### config.mk
export PLATFORM = sky130hd
export DESIGN_NAME = sliscp_perm_ctrl_flat
export DESIGN_NICKNAME = d
export VERILOG_FILES = /design/src/rtl/sliscp_pkg.sv /design/src/rtl/sliscp_perm_ctrl_if.sv /design/src/rtl/sliscp_const_rom.sv /design/src/rtl/sliscp_perm_ctrl.sv /design/src/flat_wrapper.sv
export SDC_FILE = /design/constraint.sdc
export NUM_CORES = 1
export LEC_CHECK = 0
export ABC_AREA = 1
export ABC_CLOCK_PERIOD_IN_PS = 2850
export CORE_AREA = 2 2 419 421
export CTS_BUF_LIST = sky130_fd_sc_hd__clkbuf_2 sky130_fd_sc_hd__clkbuf_4 sky130_fd_sc_hd__clkbuf_8
export CTS_CLUSTER_SIZE = 30
export DETAILED_ROUTE_END_ITERATION = 7
export DIE_AREA = 0 0 421 423
export PLACE_DENSITY = 0.3
export SLEW_MARGIN = 25
export SYNTH_ARGS = -nofsm -noshare
export SYNTH_HDL_FRONTEND = slang
export SYNTH_SLANG_ARGS = --single-unit
### constraint.sdc
create_clock -name clk -period 2.85 [get_ports clk]
set_clock_uncertainty 0.2 [all_clocks]
set_input_delay 0.285 -clock clk [delete_from_list [all_inputs] [get_ports clk]]
set_output_delay 0.285 -clock clk [all_outputs]
set_load 0.05 [all_outputs]
### src/rtl/sliscp_pkg.sv
// ============================================================================
//  Module      : sliscp_pkg
//  Description : Shared types and constants for the sLiSCP-light-256
//                permutation controller: FSM encoding, default step and
//                round counts, and the per-step constant table.
//  Revision    : 1.0 - initial release
// ============================================================================
`default_nettype none

package sliscp_pkg;

    // Controller FSM encoding
    typedef enum logic [1:0] {
        ST_IDLE = 2'd0,
        ST_LOAD = 2'd1,
        ST_RUN  = 2'd2,
        ST_DONE = 2'd3
    } ctrl_state_t;

    localparam int STEPS_DEFAULT  = 18;
    localparam int ROUNDS_DEFAULT = 8;
    localparam int CONST_IDX_W    = $clog2(STEPS_DEFAULT);

    // One entry per step, packed as {rc1, rc0, sc1, sc0}
    localparam logic [0:STEPS_DEFAULT-1][31:0] CONST_TABLE = '{
        32'h27072908, 32'h34041d0c, 32'h2e06170a, 32'h19253b2f,
        32'h35172a38, 32'h0f1c1624, 32'h08123236, 32'h0c3b3a2d,
        32'h0a260e1b, 32'h2f153309, 32'h383f2c11, 32'h24201e0d,
        32'h36302107, 32'h2d282804, 32'h1b3c2606, 32'h09223525,
        32'h11133d17, 32'h0d1a1f1c
    };

    // Constant word for a step; indices past the table read as zero
    function automatic logic [31:0] get_const(input logic [CONST_IDX_W-1:0] step);
        logic [31:0] r;
        r = '0;
        if (32'(step) < STEPS_DEFAULT) begin
            r = CONST_TABLE[step];
        end
        return r;
    endfunction

endpackage

`default_nettype wire

### src/rtl/sliscp_perm_ctrl_if.sv
// ============================================================================
//  Module      : sliscp_perm_ctrl_if
//  Description : Upstream start/done handshake between sponge/mode logic
//                (master) and the permutation controller (slave).
//  Revision    : 1.0 - initial release
// ============================================================================
`default_nettype none

interface sliscp_perm_ctrl_if #(
    parameter int WIDTH = 64
);
    logic                 start;
    logic [4*WIDTH-1:0]   din;
    logic                 busy;
    logic                 done;
    logic [4*WIDTH-1:0]   dout;

    modport master (output start, din, input  busy, done, dout);
    modport slave  (input  start, din, output busy, done, dout);
endinterface

`default_nettype wire

### src/rtl/sliscp_const_rom.sv
// ============================================================================
//  Module      : sliscp_const_rom
//  Description : Combinational lookup of the per-step round and step
//                constants (rc0/rc1/sc0/sc1) from the package table.
//  Revision    : 1.0 - initial release
// ============================================================================
`default_nettype none

module sliscp_const_rom
    import sliscp_pkg::*;
(
    input  logic [CONST_IDX_W-1:0] step,
    output logic [7:0]             rc0,
    output logic [7:0]             rc1,
    output logic [7:0]             sc0,
    output logic [7:0]             sc1
);

    // Unpack the table word for the requested step
    always_comb begin
        {rc1, rc0, sc1, sc0} = get_const(step);
    end

endmodule

`default_nettype wire

### src/rtl/sliscp_perm_ctrl.sv
// ============================================================================
//  Module      : sliscp_perm_ctrl
//  Description : Sequences one sLiSCP-light-256 permutation through a
//                single-step datapath: holds the 256-bit state, issues
//                per-step constants and the SB round-counter enable, and
//                consumes rnd_done. Optional feature macro: SLISCP_ABORT_EN
//                (adds an abort input that cancels a running permutation).
//  Revision    : 1.0 - initial release
// ============================================================================
`default_nettype none

module sliscp_perm_ctrl
    import sliscp_pkg::*;
#(
    parameter int WIDTH = 64,
    parameter int STEPS = STEPS_DEFAULT
) (
    input  logic                 clk,
    input  logic                 rst,
`ifdef SLISCP_ABORT_EN
    input  logic                 abort,
`endif
    sliscp_perm_ctrl_if.slave    host,
    output logic [4*WIDTH-1:0]   step_sin,
    input  logic [4*WIDTH-1:0]   step_sout,
    input  logic                 rnd_done,
    output logic                 en_rnd_ctr,
    output logic [7:0]           rc0,
    output logic [7:0]           rc1,
    output logic [7:0]           sc0,
    output logic [7:0]           sc1
);

    localparam int                c_step_w    = (STEPS > 1) ? $clog2(STEPS) : 1;
    localparam logic [c_step_w-1:0] c_last_step = c_step_w'(STEPS - 1);

    ctrl_state_t           fsm_q, w_fsm_d;
    logic [c_step_w-1:0]   step_q, w_step_d;
    logic [4*WIDTH-1:0]    state_q, w_state_d;
    logic [4*WIDTH-1:0]    dout_q, w_dout_d;
    logic                  w_busy;
    logic                  w_done;
    logic                  w_en;
    logic                  w_abort;
    logic [CONST_IDX_W-1:0] w_const_idx;

`ifdef SLISCP_ABORT_EN
    assign w_abort = abort;
`else
    assign w_abort = 1'b0;
`endif

    // State, step counter, working state and result registers
    always_ff @(posedge clk) begin
        if (rst) begin
            fsm_q   <= ST_IDLE;
            step_q  <= '0;
            state_q <= '0;
            dout_q  <= '0;
        end else begin
            fsm_q   <= w_fsm_d;
            step_q  <= w_step_d;
            state_q <= w_state_d;
            dout_q  <= w_dout_d;
        end
    end

    // Next-state and output decode; LOAD is the one-cycle SB counter clear
    always_comb begin
        w_fsm_d   = fsm_q;
        w_step_d  = step_q;
        w_state_d = state_q;
        w_dout_d  = dout_q;
        w_busy    = 1'b0;
        w_done    = 1'b0;
        w_en      = 1'b0;
        case (fsm_q)
            ST_IDLE: begin
                if (host.start) begin
                    w_state_d = host.din;
                    w_step_d  = '0;
                    w_fsm_d   = ST_LOAD;
                end
            end
            ST_LOAD: begin
                w_busy = 1'b1;
                if (w_abort) begin
                    w_step_d = '0;
                    w_fsm_d  = ST_IDLE;
                end else begin
                    w_fsm_d  = ST_RUN;
                end
            end
            ST_RUN: begin
                w_busy = 1'b1;
                w_en   = 1'b1;
                if (w_abort) begin
                    w_step_d = '0;
                    w_fsm_d  = ST_IDLE;
                end else if (rnd_done) begin
                    w_state_d = step_sout;
                    if (step_q == c_last_step) begin
                        w_dout_d = step_sout;
                        w_step_d = '0;
                        w_fsm_d  = ST_DONE;
                    end else begin
                        w_step_d = step_q + 1'b1;
                        w_fsm_d  = ST_LOAD;
                    end
                end
            end
            ST_DONE: begin
                w_done = 1'b1;
                if (host.start) begin
                    w_state_d = host.din;
                    w_step_d  = '0;
                    w_fsm_d   = ST_LOAD;
                end else begin
                    w_fsm_d   = ST_IDLE;
                end
            end
            default: begin
                w_fsm_d = ST_IDLE;
            end
        endcase
    end

    assign w_const_idx = CONST_IDX_W'(step_q);

    sliscp_const_rom u_const_rom (
        .step (w_const_idx),
        .rc0  (rc0),
        .rc1  (rc1),
        .sc0  (sc0),
        .sc1  (sc1)
    );

    assign host.busy  = w_busy;
    assign host.done  = w_done;
    assign host.dout  = dout_q;
    assign step_sin   = state_q;
    assign en_rnd_ctr = w_en;

endmodule

`default_nettype wire
### src/flat_wrapper.sv
// flat-port wrapper written by rule: the top's interface ports become plain ports
module sliscp_perm_ctrl_flat import sliscp_pkg::*;
#(
    parameter int WIDTH = 64,
    parameter int STEPS = STEPS_DEFAULT
)
  (clk, rst, step_sin, step_sout, rnd_done, en_rnd_ctr, rc0, rc1, sc0, sc1, host_start, host_din, host_busy, host_done, host_dout);
  sliscp_perm_ctrl_if #(.WIDTH(WIDTH)) host_i ();
  input  logic clk;
  input  logic rst;
  output logic [4*WIDTH-1:0] step_sin;
  input  logic [4*WIDTH-1:0] step_sout;
  input  logic rnd_done;
  output logic en_rnd_ctr;
  output logic [7:0] rc0;
  output logic [7:0] rc1;
  output logic [7:0] sc0;
  output logic [7:0] sc1;
  input wire logic [$bits(host_i.start)-1:0] host_start;
  input wire logic [$bits(host_i.din)-1:0] host_din;
  output wire logic [$bits(host_i.busy)-1:0] host_busy;
  output wire logic [$bits(host_i.done)-1:0] host_done;
  output wire logic [$bits(host_i.dout)-1:0] host_dout;
  assign host_i.start = host_start;
  assign host_i.din = host_din;
  assign host_busy = host_i.busy;
  assign host_done = host_i.done;
  assign host_dout = host_i.dout;
  sliscp_perm_ctrl #(.WIDTH(WIDTH), .STEPS(STEPS)) u_core (.clk(clk), .rst(rst), .host(host_i), .step_sin(step_sin), .step_sout(step_sout), .rnd_done(rnd_done), .en_rnd_ctr(en_rnd_ctr), .rc0(rc0), .rc1(rc1), .sc0(sc0), .sc1(sc1));
endmodule
After elaboration in Yosys (flattened, before gate mapping):

Memories as Yosys holds them, arrays and structs flattened.
Index checks and enable logic that the tools add are counted.

* input port bits: 516
* word-level logic and storage cells: 43
* register bits: 519
* bits in read-only memories: 1024
* output and inout bits: 547
* memories: 1

Memories
* (no name shown): depth 32, width 32, read ports 1, clocked after memory_dff 0, wr ports 0, line sliscp_pkg.sv:38 `r = CONST_TABLE[step];`

* order comparisons: 2
* $add $sub $neg: 1
* muxes and demuxes: 18
* reduce and logical (&&, ||, !) cells: 8
* bitwise operators: 2
* equal/unequal tests: 7

Operator list (count)
* 256-bit two-way mux: 2
* 256-bit one-hot mux with 2 select lines: 1
* 32-bit two-way mux: 3
* 5-bit two-way mux: 3
* 5-bit one-hot mux with 2 select lines: 1
* 3-bit AND reduction: 3
* 2-bit one-hot mux with 4 select lines: 1
* 6-bit greater-or-equal comparator (second input constant): 1
* 2-bit two-way mux: 3
* 5-bit NOT with 6-bit output: 1
* 5-bit by 1-bit adder with 5-bit output (second input constant): 1
* 5-bit equality test (second input constant): 1
* 5-bit < comparator (second input constant): 1
* 2-bit equality test (second input constant): 2
* 1-bit two-way mux: 4
* 2-bit != test (second input constant): 2
* 2-bit OR reduction: 2
* 2-bit by 1-bit equality test with 1-bit output (second input constant): 1
* 2-bit logical NOT: 1
* 2-bit by 1-bit != test with 1-bit output (second input constant): 1
* 2-bit AND reduction: 1
* 2-bit nonzero test: 1
* 1-bit NOT: 1

Logic depth before layout (Yosys ltp):

* word-level depth: 5
* mapped depth: 10
* mapped depth without buffers: 9

By module:

Synthesis repeated with hierarchy kept, for this count alone.

* cells, all modules: 3323
* area, all modules: 22892.0 um2

Modules (own cells, without submodules)
* sliscp_perm_ctrl: cells each 3158, seq. area each 10390.0 um2, area each 22036.1 um2, instances 1
* sliscp_const_rom: cells each 165, seq. area each 0.0 um2, area each 855.8 um2, instances 1

Least setup slack after synthesis:

OpenSTA, ideal clock, no wires.

* kind: register to output
* start: register u_core.step_q[0]
* end: output port rc1[5]
* cell stages (with the launch flop): 6
* path buffers: 0
* data required time: 2.365 ns
* setup slack: 0.020 ns
* arrival time: 2.345 ns
* cell sequence: dfxtp_1 -> clkinv_1 -> ha_1 -> inv_1 -> o21ai_0 -> a211oi_1

* cells in the longest elaborated chain, start to end: 5
* elaborated cells on any way between the ends: 6
* classes of those cells: order compare (1); mux (3); bitwise (1); memory (1)

RTL lines
* start: declaration: line sliscp_perm_ctrl.sv:38 `logic [c_step_w-1:0] step_q, w_step_d;`
* start signal: assignment: line sliscp_perm_ctrl.sv:62 `step_q <= w_step_d;`
* 5-bit NOT with 6-bit output (implied by the code): line sliscp_pkg.sv:38
* memory read 32 x 32 bit
* 32-bit two-way mux (implied by the code) (2 in series): line sliscp_pkg.sv:38
* 32-bit two-way mux (*): line sliscp_pkg.sv:37 `if (32'(step) < STEPS_DEFAULT) begin`
* end: declaration: line flat_wrapper.sv:16 `output logic [7:0] rc1;`

Mark *: on every way between the ends. The rest lies on a longest branch, timed or not. The select of a mux whose other input is x is not followed.

Worst setup path after layout:

* start: register u_core.step_q[1]
* end: output port sc0[4]

* cells in the longest elaborated chain, start to end: 5
* elaborated cells on any way between the ends: 6
* classes of those cells: order compare (1); mux (3); bitwise (1); memory (1)

RTL lines
* 5-bit NOT with 6-bit output (implied by the code): line sliscp_pkg.sv:38
* memory read 32 x 32 bit
* 32-bit two-way mux (implied by the code) (2 in series): line sliscp_pkg.sv:38
* 32-bit two-way mux (*): line sliscp_pkg.sv:37
* end: declaration: line flat_wrapper.sv:17 `output logic [7:0] sc0;`

Marks and branches as above.

==> summary.md <==
| Metric | Value |
|---|---|
| Fin util | 0.2584 |
| WL met1 | 61.46 mm |
| IO Port Bufs | 1054 |
| Post-placement cell area | 36020 um2 |
| Initial antenna violation count | 35 |
| Num CTS Buffers | 116 |
| CTS clk-pin slew, worst paths | 0.06 ns |
| Synthesis-stage register bit count | 519 |
| Yosys Warn Count | 0 |
| Fmax | 0.3576 GHz |
| Worst EP arrival | 2.31 ns |
| HP Start | step_sout[149] |
| Asr flop ratio synth | 0 |
| Slew margin rel. | 0.3394 |
| Synth Cell Area | 22780 um2 |
| Synth Instances | 3292 |
| Clock root buffer | clkbuf_8 |
| Routed Antenna Nets | 0 |
| CP max stage cell | dfxtp_4 |
| Top FF cell, synth | dfxtp_1 |
| DP Wirelength | 115.1 mm |
| Yosys top cell area share | 0.4561 |
| GRT overflow | 0 |
| Critical Path Max Stage Delay | 0.36 ns |
| Core Region | 173200 um2 |
| Overall Global Routing Usage | 0.1701 |
| IO Pins | 1063 |
| Startpoint types | flop |
| Layout net count | 5363 |
| CTS tree | done |
| Reg2reg start | u_core.fsm_q[0] |
| First-pass DRT Iterations | 6 |
| Peak VDD IR | 0.0007233 V |
| Worst min path class | in -> reg |
| Crit path from | u_core.step_q[1] |
| Share of layout cells above drive strength 1 | 0.09130 |
| Most numerous cell in the Yosys netlist | nand2_1 |
| Die Width | 421 um |
| Most frequent CP cell | nand2_4 |
| Design Area, Final | 44770 um2 |
| Register area share after synthesis | 0.4561 |
| Max-cap violations | 0 |
| Post-synth EDFFs | 0 |
| Number of global-route vias before repair | 28096 |
| CP max FO | 6 |
| Cell taking the most area after synthesis | dfxtp_1 |
| DR WL met3 | 10.15 mm |
| Routed wire length | 157.7 mm |
| Sink Count | 519 |
| Clk Latency, worst-skew pair | 0.86 ns |
| Routed len/inst | 21.70 um |
| P per Cell Area | 892.6 nW/um2 |
| Highest Signal Layer | met5 |
| Drt drc | 0 |
| Die height | 423 um |
| Required @ worst endpoint | 2.37 ns |
| Crit path time final | 2.796 ns |
| Hold Vio Cnt, Final | 0 |
| Vias after detailed routing | 27897 |
| Final RePlAce weighted congestion | 0.8227 |
| Syn avg cell area | 6.920 um2 |
| Crit Path Class | reg -> out |
| Die area | 178100 um2 |
| Top cells by area, synth | dfxtp_1 46%, nand2_1 18%, a21oi_1 12% |
| Worst Max-Slew Pin Slew | 0.9910 ns |
| Critical Path End Type | output port |
| Post-synth top cells | 1086 x nand2_1, 540 x a21oi_1, 519 x dfxtp_1, 285 x inv_1, 266 x nand3_1 |
| Max Buffers Root-to-Sink | 3 |
| RSZ-0062 raised after global routing | yes |
| CP cell instances | buf_6 -> buf_8 -> ha_4 -> inv_4 -> nand2_4 -> nand2_4 -> o21ai_2 -> o21ai_1 -> inv_1 -> buf_12 |
| First-pass GRT wire length | 219.6 mm |
| Setup violators final | 0 |
| Num rows | 153 |
| CTS H-Tree Depth | 3 |
| Vias per inst | 3.839 |
| Slew Viols, Final | 0 |
| Routed length on met2 | 81.60 mm |
| Largest net degree at the start of global routing | 114 |
| Initial Util | 0.1315 |
| Outcome | finished clean |
| Synth cell types | 29 |
| Initial drt markers | 1198 |
| Leakage | 17.29 nW |
| P&R area growth vs syn | 96.53% |
| Period utilisation layout | 0.9811 |
## cell type report
type	count	area [um2]
Inverter	288	1127
Fill cell	19312	128500
Antenna cell	13	32.53
Clock buffer	197	2361
Sequential cell	519	10410
Multi-Input combinational cell	2219	10330
Tap cell	2325	2909
Clock inverter	17	196.4
Timing Repair Buffer	1689	17410
## cells in the final DEF (no fill, tap or decap), types with 15 or more instances in the layout
master / count
nand2_1: 1067
clkdlybuf4s50_1: 1013
dlygate4sd3_1: 531
a21oi_1: 521
dfxtp_1: 515
inv_1: 270
nand3_1: 261
o21ai_0: 176
clkbuf_8: 141
o21ai_1: 91
buf_4: 63
clkbuf_4: 56
buf_12: 53
a21oi_2: 15
## sequential cells by signal, indices dropped and copies added, names as in the netlist
name,count
u_core.host.dout,256
u_core.step_sin,256
u_core.step_q,5
u_core.fsm_q,2
## per-layer routing
metal | track usage | vias to the layer above
li1 | - | 13695
met1 | 0.1863 | 13190
met2 | 0.3127 | 761
met3 | 0.04953 | 217
met4 | 0.05282 | 34
met5 | 0 | -
## worst max-delay path: cells and delay by family, from the launching register on
| kind | cells | cell delay (ns) |
|---|---|---|
| compound gates | 2 | 0.19 |
| simple gates | 2 | 0.13 |
| fa+ha+maj | 1 | 0.18 |
| buf+inv | 5 | 0.58 |
| flops | 1 | 0.36 |
## path summary, 6_finish.rpt
path	cells after the start	slack, ns	to
setup / recovery	10	0.05	sc0[4]
hold / removal	3	0.07	u_core.host.dout[149]
setup reg to reg	10	0.15	u_core.step_sin[32]
hold reg to reg	2	0.24	u_core.step_sin[217]
## power by group
group / switching (mW) / total, mW / leakage (nW) / internal, mW
combinational: 14.1 / 21.1 / 11.7 / 6.99
sequential: 0.727 / 9.40 / 4.25 / 8.68
clock: 4.05 / 9.50 / 1.36 / 5.44
total: 18.9 / 40.0 / 17.3 / 21.1
## stage by stage
stage	power [mW]	TNS (ns)	hold slack [ns]	instances	setup WS [ns]
floorplan	21.31	0	0.2450	3299	0.02001
global placement	29.52	0	0.2307	6477	0.3747
detailed placement	29.54	0	0.2336	6477	0.3643
CTS	40.83	-0.9654	0.009620	7249	-0.1162
global route	42.53	-0.4078	0.08027	7263	-0.09456
finish	39.96	0	0.06862	7267	0.05389
## cell families (layout without fill, tap and decap cells)
group                      count (synthesis)  in the layout  share of synthesized area
AOI/OAI and AO/OA                        826            826                     0.1825
DFF                                      519            519                     0.4561
other                                      1             21                  0.0001646
adders and majority gates                 14             14                   0.007689
buffers and inverters                    561           2191                     0.1106
and+or+nand+nor                         1371           1371                     0.2430
## what timing repair did
action	in CTS	in global routing
setup endpoints to repair	33	31
resized for setup	121	50
hold buffers	531	0
buffers inserted	26	4
endpoints found under the hold margin	519	0
pin swaps	26	31
gates cloned	1	1
No activity file was read; power rests on OpenSTA's default activity.
